`src/rtl/emotion_pkg.sv`:
```
// Shared emotion select encoding and commit-FSM state type.
// Used by the select controller, the colour mux and the emoji ROM selectors.
// No logic here; constants, types and a modulo-4 step helper only.
package emotion_pkg;

  localparam int SEL_W = 2;

  localparam logic [SEL_W-1:0] EMO_HAPPY = 2'b00;
  localparam logic [SEL_W-1:0] EMO_SAD   = 2'b01;
  localparam logic [SEL_W-1:0] EMO_MAD   = 2'b10;
  localparam logic [SEL_W-1:0] EMO_CRAZY = 2'b11;

  // IDLE: pending target equals the committed select; PEND: they differ.
  typedef enum logic {
    ST_IDLE = 1'b0,
    ST_PEND = 1'b1
  } commit_state_t;

  // Step a select one place forward or back; natural 2-bit wrap gives modulo 4.
  function automatic logic [SEL_W-1:0] sel_step(input logic [SEL_W-1:0] s, input logic up);
    return up ? (s + 2'd1) : (s - 2'd1);
  endfunction

endpackage

```
`src/rtl/btn_debounce.sv`:
```
// Button conditioning: 2-flop synchroniser, stability counter, rising-edge pulse.
// Latency: 2 sync cycles + DEBOUNCE_CYCLES from a clean press to the rise pulse.
// No backpressure; rise is a single-cycle pulse per accepted press.
module btn_debounce #(
  parameter int DEBOUNCE_CYCLES = 250000
) (
  input  logic clk,
  input  logic rst_n,
  input  logic btn,
  output logic rise
);

  localparam int CNT_W = (DEBOUNCE_CYCLES > 1) ? $clog2(DEBOUNCE_CYCLES) : 1;
  localparam logic [CNT_W-1:0] CNT_LAST = CNT_W'(DEBOUNCE_CYCLES - 1);

  logic             sync1;
  logic             sync2;
  logic             level;
  logic [CNT_W-1:0] cnt;

  // Two-flop synchroniser for the raw asynchronous button.
  always_ff @(posedge clk or negedge rst_n) begin
    if (!rst_n) begin
      sync1 <= 1'b0;
      sync2 <= 1'b0;
    end else begin
      sync1 <= btn;
      sync2 <= sync1;
    end
  end

  // Count consecutive cycles where the synchronised level disagrees with the
  // accepted level; any return to agreement restarts the count from zero.
  always_ff @(posedge clk or negedge rst_n) begin
    if (!rst_n) begin
      cnt   <= '0;
      level <= 1'b0;
    end else if (sync2 == level) begin
      cnt <= '0;
    end else if (cnt == CNT_LAST) begin
      cnt   <= '0;
      level <= sync2;
    end else begin
      cnt <= cnt + 1'b1;
    end
  end

  // Pulse in the cycle the accepted level is about to flip from 0 to 1.
  assign rise = sync2 && !level && (cnt == CNT_LAST);

endmodule

```
`src/rtl/emotion_sel_ctrl.sv`:
```
// Emotion select controller: buttons/auto-timer move a pending target, committed at frame start.
// Latency: request to o_sel is held until the next i_frame_start, then one clock.
// No backpressure; simultaneous next/prev requests cancel each other.
module emotion_sel_ctrl
  import emotion_pkg::*;
#(
  parameter int DEBOUNCE_CYCLES = 250000,
  parameter int AUTO_FRAMES     = 120
) (
  input  logic             i_clk,
  input  logic             i_rst_n,
  input  logic             i_btn_next,
  input  logic             i_btn_prev,
  input  logic             i_auto_en,
  input  logic             i_frame_start,
  output logic [SEL_W-1:0] o_sel,
  output logic             o_sel_changed
);

  localparam logic [15:0] AUTO_LAST = 16'(AUTO_FRAMES - 1);

  logic             next_req;
  logic             prev_req;
  logic             manual_req;
  logic             auto_sync1;
  logic             auto_on;
  logic             auto_fire;
  logic [15:0]      frame_cnt;
  logic             step_up;
  logic             step_dn;
  logic [SEL_W-1:0] target;
  logic [SEL_W-1:0] target_nxt;
  logic [SEL_W-1:0] sel;
  logic             sel_changed;
  logic             commit;
  commit_state_t    state;
  commit_state_t    state_nxt;

  btn_debounce #(.DEBOUNCE_CYCLES(DEBOUNCE_CYCLES)) u_db_next (
    .clk   (i_clk),
    .rst_n (i_rst_n),
    .btn   (i_btn_next),
    .rise  (next_req)
  );

  btn_debounce #(.DEBOUNCE_CYCLES(DEBOUNCE_CYCLES)) u_db_prev (
    .clk   (i_clk),
    .rst_n (i_rst_n),
    .btn   (i_btn_prev),
    .rise  (prev_req)
  );

  assign manual_req = next_req || prev_req;

  // The auto switch is a slow level; synchronising it is enough.
  always_ff @(posedge i_clk or negedge i_rst_n) begin
    if (!i_rst_n) begin
      auto_sync1 <= 1'b0;
      auto_on    <= 1'b0;
    end else begin
      auto_sync1 <= i_auto_en;
      auto_on    <= auto_sync1;
    end
  end

  // Auto advance fires on the frame pulse that would bring the count to AUTO_FRAMES.
  assign auto_fire = auto_on && i_frame_start && (frame_cnt == AUTO_LAST);

  // Frame counter: held at zero when auto is off, restarted by any manual request.
  always_ff @(posedge i_clk or negedge i_rst_n) begin
    if (!i_rst_n) begin
      frame_cnt <= '0;
    end else if (!auto_on || manual_req || auto_fire) begin
      frame_cnt <= '0;
    end else if (i_frame_start) begin
      frame_cnt <= frame_cnt + 16'd1;
    end
  end

  // Next target and commit decision; same-cycle requests join a frame-start commit.
  always_comb begin
    step_up    = next_req || auto_fire;
    step_dn    = prev_req;
    target_nxt = target;
    state_nxt  = state;
    commit     = 1'b0;

    if (step_up && !step_dn) begin
      target_nxt = sel_step(target, 1'b1);
    end else if (step_dn && !step_up) begin
      target_nxt = sel_step(target, 1'b0);
    end

    case (state)
      ST_IDLE: if (target_nxt != sel) state_nxt = ST_PEND;
      ST_PEND: if (target_nxt == sel) state_nxt = ST_IDLE;
    endcase

    if (i_frame_start && (state_nxt == ST_PEND)) begin
      commit    = 1'b1;
      state_nxt = ST_IDLE;
    end
  end

  // State, pending target and committed select registers.
  always_ff @(posedge i_clk or negedge i_rst_n) begin
    if (!i_rst_n) begin
      state       <= ST_IDLE;
      target      <= EMO_HAPPY;
      sel         <= EMO_HAPPY;
      sel_changed <= 1'b0;
    end else begin
      state       <= state_nxt;
      target      <= target_nxt;
      sel_changed <= commit;
      if (commit) sel <= target_nxt;
    end
  end

  assign o_sel         = sel;
  assign o_sel_changed = sel_changed;

endmodule

```
`config.mk`:
```
export PLATFORM = sky130hd
export DESIGN_NAME = emotion_sel_ctrl
export DESIGN_NICKNAME = d
export VERILOG_FILES = /design/src/rtl/emotion_pkg.sv /design/src/rtl/btn_debounce.sv /design/src/rtl/emotion_sel_ctrl.sv
export SDC_FILE = /design/constraint.sdc
export NUM_CORES = 1
export LEC_CHECK = 0
export CAP_MARGIN = 30
export CORE_UTILIZATION = 40
export CTS_CLUSTER_DIAMETER = 60
export DETAILED_ROUTE_END_ITERATION = 10
export SETUP_SLACK_MARGIN = 0.05
export SLEW_MARGIN = 20
export SYNTH_ARGS = -nofsm -noshare
export SYNTH_HDL_FRONTEND = slang
export SYNTH_SLANG_ARGS = --single-unit
```
`constraint.sdc`:
```
create_clock -name i_clk -period 5.85 [get_ports i_clk]
set_input_delay 0.585 -clock i_clk [delete_from_list [all_inputs] [get_ports i_clk]]
set_output_delay 0.585 -clock i_clk [all_outputs]
set_load 0.05 [all_outputs]
```
=== Yosys cells after proc, flatten, opt, wreduce, memory -nomap -nowiden ===
Cells that the tools add are included.
W data, S select, Z words.

* $add $sub $neg: 5
* Equal/unequal tests: 7
* Mux-type cells: 13
* Bitwise operators: 3
* Reductions and logical operators: 21

{| class="wikitable"
|+ Operators by type and width
! operator !! count
|-
| $mux W18 || 4
|-
| $add A18 B1 Y18 const B || 2
|-
| $eq A18 B18 Y1 const B || 2
|-
| $mux W16 || 2
|-
| $add A16 B1 Y16 const B || 1
|-
| $eq A16 B7 Y1 const B || 1
|-
| $logic_and A1 B1 Y1 || 9
|-
| $logic_not A1 Y1 || 5
|-
| $logic_or A1 B1 Y1 || 4
|-
| $mux W1 || 4
|-
| $mux W2 || 2
|-
| $reduce_and A2 Y1 || 2
|-
| $not A1 Y1 || 3
|-
| $add A2 B1 Y2 const B || 1
|-
| $eq A1 B1 Y1 || 2
|-
| $eq A2 B2 Y1 || 1
|-
| $ne A2 B2 Y1 || 1
|-
| $pmux W1 S2 || 1
|-
| $reduce_bool A2 Y1 || 1
|-
| $sub A2 B1 Y2 const B || 1
|}

* Flip-flop bits (word level): 66
* Bits of input ports: 6
* Output and inout port bits: 3
* Word-level logic and storage cells: 64

=== Longest topological paths before layout ===
* Depth after elaboration: 13
* Mapped depth: 8
* Depth with buffers taken out: 7

=== Hierarchy ===
A second synthesis with hierarchy kept.

* Cell total of the unflattened synthesis: 324
* Area, all modules: 3294.4 µm²

{| class="wikitable"
|+ By module, submodules not included
! module !! instances !! cells an instance !! area an instance (µm²) !! sequential area each (µm²)
|-
| btn_debounce || 2 || 100 || 1021.0 || 525.5
|-
| emotion_sel_ctrl || 1 || 124 || 1252.5 || 575.6
|}

=== Worst setup path before layout ===
Ideal clock, no wire load.

* Kind: reg-to-reg
* Start: reg frame_cnt[0]
* End: reg sel[1], in the netlist o_sel[1]
* Setup time: 0.125 ns
* Data arrival time: 1.742 ns
* Data required time: 5.725 ns
* Slack: 3.983 ns
* Stages on the path, launching flop included: 8
* Buffers on the path: 0
* Period minus slack after synthesis: 1.867 ns
* Cell sequence: dfrtp_1 -> ha_1 -> nor4bb_1 -> and3_1 -> a32o_2 -> mux2i_1 -> xnor2_1 -> mux2_4

* Longest elaborated chain between the ends: 12
* Elaborated cells between the ends (all ways): 15
* Those cells by class: eq/ne: 3; mux: 6; reduce/logical: 6

{| class="wikitable"
|+ RTL lines
! item !! RTL line !! text
|-
| start: declaration || emotion_sel_ctrl.sv:28 || <nowiki>logic [15:0] frame_cnt;</nowiki>
|-
| start signal: assignment || emotion_sel_ctrl.sv:76 || <nowiki>frame_cnt <= frame_cnt + 16'd1;</nowiki>
|-
| $eq A16 B7 Y1 (*) || emotion_sel_ctrl.sv:67 || <nowiki>assign auto_fire = auto_on && i_frame_start && (frame_cnt == AUTO_LAST);</nowiki>
|-
| $logic_and A1 B1 Y1 (*) || emotion_sel_ctrl.sv:67 ||
|-
| $logic_or A1 B1 Y1 (*) || emotion_sel_ctrl.sv:82 || <nowiki>step_up = next_req || auto_fire;</nowiki>
|-
| $logic_not A1 Y1 || emotion_sel_ctrl.sv:90 || <nowiki>end else if (step_dn && !step_up) begin</nowiki>
|-
| $logic_and A1 B1 Y1 || emotion_sel_ctrl.sv:90 ||
|-
| $mux W2 || emotion_sel_ctrl.sv:90 ||
|-
| $mux W2 (*) || emotion_sel_ctrl.sv:88 || <nowiki>if (step_up && !step_dn) begin</nowiki>
|-
| net target_nxt[1] || emotion_sel_ctrl.sv:32 || <nowiki>logic [SEL_W-1:0] target_nxt;</nowiki>
|-
| $eq A2 B2 Y1 / $ne A2 B2 Y1 (equally long branches) || emotion_sel_ctrl.sv:96, emotion_sel_ctrl.sv:95 ||
|-
| $mux W1, on equally long branches || emotion_sel_ctrl.sv:96, emotion_sel_ctrl.sv:95 ||
|-
| $pmux W1 S2 || emotion_sel_ctrl.sv:94 || <nowiki>case (state)</nowiki>
|-
| $logic_and A1 B1 Y1 || emotion_sel_ctrl.sv:99 || <nowiki>if (i_frame_start && (state_nxt == ST_PEND)) begin</nowiki>
|-
| $mux W1 || emotion_sel_ctrl.sv:99 ||
|-
| end signal: assignment || emotion_sel_ctrl.sv:116 || <nowiki>if (commit) sel <= target_nxt;</nowiki>
|-
| end: declaration || emotion_sel_ctrl.sv:33 || <nowiki>logic [SEL_W-1:0] sel;</nowiki>
|}

Mark *: on every way through the listed nets, which the timed path passes. The rest lies on a longest branch.
A chain may end at the register's enable or synchronous reset.

=== Worst setup path in the final report ===
* Start: in i_frame_start
* End: reg sel[1], in the netlist o_sel[1]

* Longest elaborated chain between the ends: 12
* Elaborated cells between the ends (all ways): 15
* Those cells by class: eq/ne: 2; mux: 6; reduce/logical: 7

{| class="wikitable"
|+ RTL lines
! item !! RTL line !! text
|-
| start: declaration || emotion_sel_ctrl.sv:15 || <nowiki>input logic i_frame_start,</nowiki>
|-
| $logic_and A1 B1 Y1 (*) (2 in a row) || emotion_sel_ctrl.sv:67 ||
|-
| $logic_or A1 B1 Y1 (*) || emotion_sel_ctrl.sv:82 ||
|-
| $logic_not A1 Y1 || emotion_sel_ctrl.sv:90 ||
|-
| $logic_and A1 B1 Y1 || emotion_sel_ctrl.sv:90 ||
|-
| $mux W2 || emotion_sel_ctrl.sv:90 ||
|-
| $mux W2 (*) || emotion_sel_ctrl.sv:88 ||
|-
| net target_nxt[1] || emotion_sel_ctrl.sv:32 ||
|-
| $eq A2 B2 Y1 / $ne A2 B2 Y1 (equally long branches) || emotion_sel_ctrl.sv:96, emotion_sel_ctrl.sv:95 ||
|-
| $mux W1, on equally long branches || emotion_sel_ctrl.sv:96, emotion_sel_ctrl.sv:95 ||
|-
| $pmux W1 S2 || emotion_sel_ctrl.sv:94 ||
|-
| $logic_and A1 B1 Y1 || emotion_sel_ctrl.sv:99 ||
|-
| $mux W1 || emotion_sel_ctrl.sv:99 ||
|}

Marked as above.

==> flow_summary.ini <==
[status]
outcome = complete, no violations

[synth]
ys_seq_area_share_pct = 53.2
syn_avg_cell_area_um2 = 10.5
yosys_warnings = 0
synth_largest_area_cell = dfrtp_1
synth_fp_nets = 302
yosysMostFrequentCell = nor2_1
async_flop_share_pct = 100
synth_cells = 291
synth_flop_cell = dfrtp_1
synthTopCellsByArea = dfrtp_1 (53%), xor2_1 (8.3%), nor2_1 (8.1%), xnor2_1 (5.7%), nand3_1 (2.9%)
yosysUniqueCellTypes = 35
synth-seq-cells = 65
synth.top_cells.by_count = nor2_1 (66), dfrtp_1 (65), xor2_1 (29)
synth_area_um2 = 3060
synth-edff-count = 0
yosys.area.top_type_share_pct = 53.2

[power_and_ir_drop]
p_sw_share_pct = 23.2
power_frac_clock_pct = 41.0
p_int_uw = 642
power_leakage_uw = 0.00149
power_frac_seq_pct = 55.2
p_switching_uw = 194
ir_drop_mv = 0.117
comb_power_share_pct = 3.8
power_density_nw_per_um2 = 246
p_total_uw = 836

[finish]
area_growth_pct = 11.3
diodes = 0
layout-drive-gt1-share_pct = 10.3
fin_nets = 316
fill_cells = 697

[floorplan]
ios = 9
start_util_pct = 41.7
dieWidth_um = 89.4
die_h_um = 89.4
die_area_um2 = 8000
placementRows = 31
core_area_um2 = 7330

[clocking]
cts_buffers = 9
cts_tree = yes
root_buffer = clkbuf_8
cts_setup_buffers = 0
cts_resized = 0
ctsHtreeMaxLevel = 3
clk_pin_slew_worst_paths_ps = 70
clock_sinks = 65
clk-insertion-delay-late_ps = 350
cts_buffer_depth = 2
hold_buffers = 0

[route]
detail_route.wl_per_cell_um = 12.8
vias = 1993
drt_wl_total_um = 5220
ant_nets = 0
firstDrtPassIters = 4
drc = 0
drtIter0Drc = 70
post_drt_via_cell_ratio = 4.87

[worst_setup_path]
cp_max_fo = 10
worstPathRequired_ps = 6080
cp.arrival_ps = 2420
critical_path_class = in -> reg
end_kind = flip-flop
setup.worst_path.start_class = primary input

[timing]
hold_violations = 0
slew_headroom_pct = 44.3
rsz0062_at_grt = false
skew_ps = 7.32
setup_viol = 0
layout_setup_ws_ps = 3660
slew_viol_final = 0
period_share_pct = 37.4
fmax_mhz = 457
period_minus_slack_ps = 2190
setup_tns_ps = 0
worst_slew_pin_slew_ps = 836

[place]
place.gp.congestion = 0.752
place_ws_ps = 3270
port-buffer-count = 8
dpl.hpwl_um = 3450

[run]
drv_cap = 0

[grt]
grtUsageTotal_pct = 15.9
grt_overflow_total = 0
grt_pass1_wl_um = 9490
antenna_found_initial = 0
grt_pass1_vias = 2071
grt_max_degree = 66

[worst_hold_path]
hp-class = reg -> reg
layout by cell type, fill, tap and decap left out, types with 3 or more instances in the layout:
| master | n |
|---|---|
| nor2_1 | 66 |
| dfrtp_1 | 65 |
| xor2_1 | 29 |
| nand2_1 | 21 |
| xnor2_1 | 20 |
| nand3_1 | 18 |
| clkbuf_8 | 11 |
| and3_1 | 9 |
| clkdlybuf4s50_1 | 7 |
| inv_1 | 6 |
| nor4_1 | 5 |
| ha_1 | 5 |
| and3_2 | 4 |
| nand4_1 | 4 |
| nor2b_1 | 3 |
| nor3_1 | 3 |
| mux2_2 | 3 |
| clkinv_2 | 3 |
cell type report:
type                       instances  area [um2]  share of cell area (%)
clock buffer                      13         159                    4.67
clock inverter                     3        15.0                   0.441
inverter                           6        22.5                   0.662
multi-input combinational        214        1380                    40.4
sequential                        65        1630                    47.8
tap                               99         124                    3.64
timing repair buffer               9        82.6                    2.43
per-stage QoR:
step / cells / utilization (%) / hold WS, ps / cell area, um2
finish: 409 / 46.4 / 350 / 3400
global route: 409 / 46.4 / 357 / 3400
CTS: 409 / 46.4 / 350 / 3400
detailed placement: 393 / 44.1 / 335 / 3230
global placement: 393 / 44.1 / 334 / 3230
floorplan: 291 / - / 289 / 3060
state kept, by name, indices dropped and copies added (netlist names):
| signal | flops |
|---|---|
| u_db_prev.sync2 | 1 |
| u_db_prev.sync1 | 1 |
| frame_cnt | 16 |
| u_db_prev.level | 1 |
| auto_sync1 | 1 |
| auto_on | 1 |
| u_db_next.cnt | 18 |
| u_db_next.level | 1 |
| u_db_next.sync1 | 1 |
| u_db_prev.cnt | 18 |
| u_db_next.sync2 | 1 |
| o_sel | 2 |
| target | 2 |
| o_sel_changed | 1 |
worst max-delay path, stage by stage:
cell and delay, ps:
clkdlybuf4s50_1 700, and3_2 260, a32o_2 190, mux2i_1 300, xnor2_1 120, mux2_4 260
cell families (layout without fill, tap and decap cells):
logic type               Yosys count  count (layout)  synth area share (%)
flip-flops                        65              65                  53.2
buffers and inverters             12              31                  1.84
AO/OA/AOI/OAI                      4               4                  1.19
AND/OR/NAND/NOR                  148             148                  23.9
XOR/XNOR                          51              51                  15.6
adder cells (fa/ha/maj)            5               5                  2.05
multiplexers                       6               6                  2.25
path summary, 6_finish.rpt:
| path | from | to | slack (ps) | depth (start not counted) |
|---|---|---|---|---|
| max in group asynchronous | i_rst_n | u_db_next.sync1 | 4870 | 2 |
| hold / removal | auto_sync1 | auto_on | 350 | 0 |
| hold reg to reg | auto_sync1 | auto_on | 350 | 0 |
| setup / recovery | i_frame_start | o_sel[1] | 3660 | 6 |
| min in group asynchronous | i_rst_n | u_db_next.cnt[1] | 410 | 2 |
| setup reg to reg | frame_cnt[0] | o_sel[1] | 3700 | 7 |
power by group through the flow:
stage / Clock, uW / Sequential (uW) / Combinational [uW]
floorplan: 0 / 469 / 17.3
global placement: 0 / 470 / 32.1
detailed placement: 0 / 470 / 32.3
CTS: 357 / 462 / 32.7
global route: 370 / 462 / 36.8
finish: 343 / 462 / 31.4
layer usage:
metal	up-vias	part of all wire [%]	track usage, %
met2	16	44	23.6
met4	0	2.8	9.96
met3	11	2.0	3.05
met1	972	52	21.4
met5	-	0	0
li1	994	-	-
(Power assumes the default switching activity.)
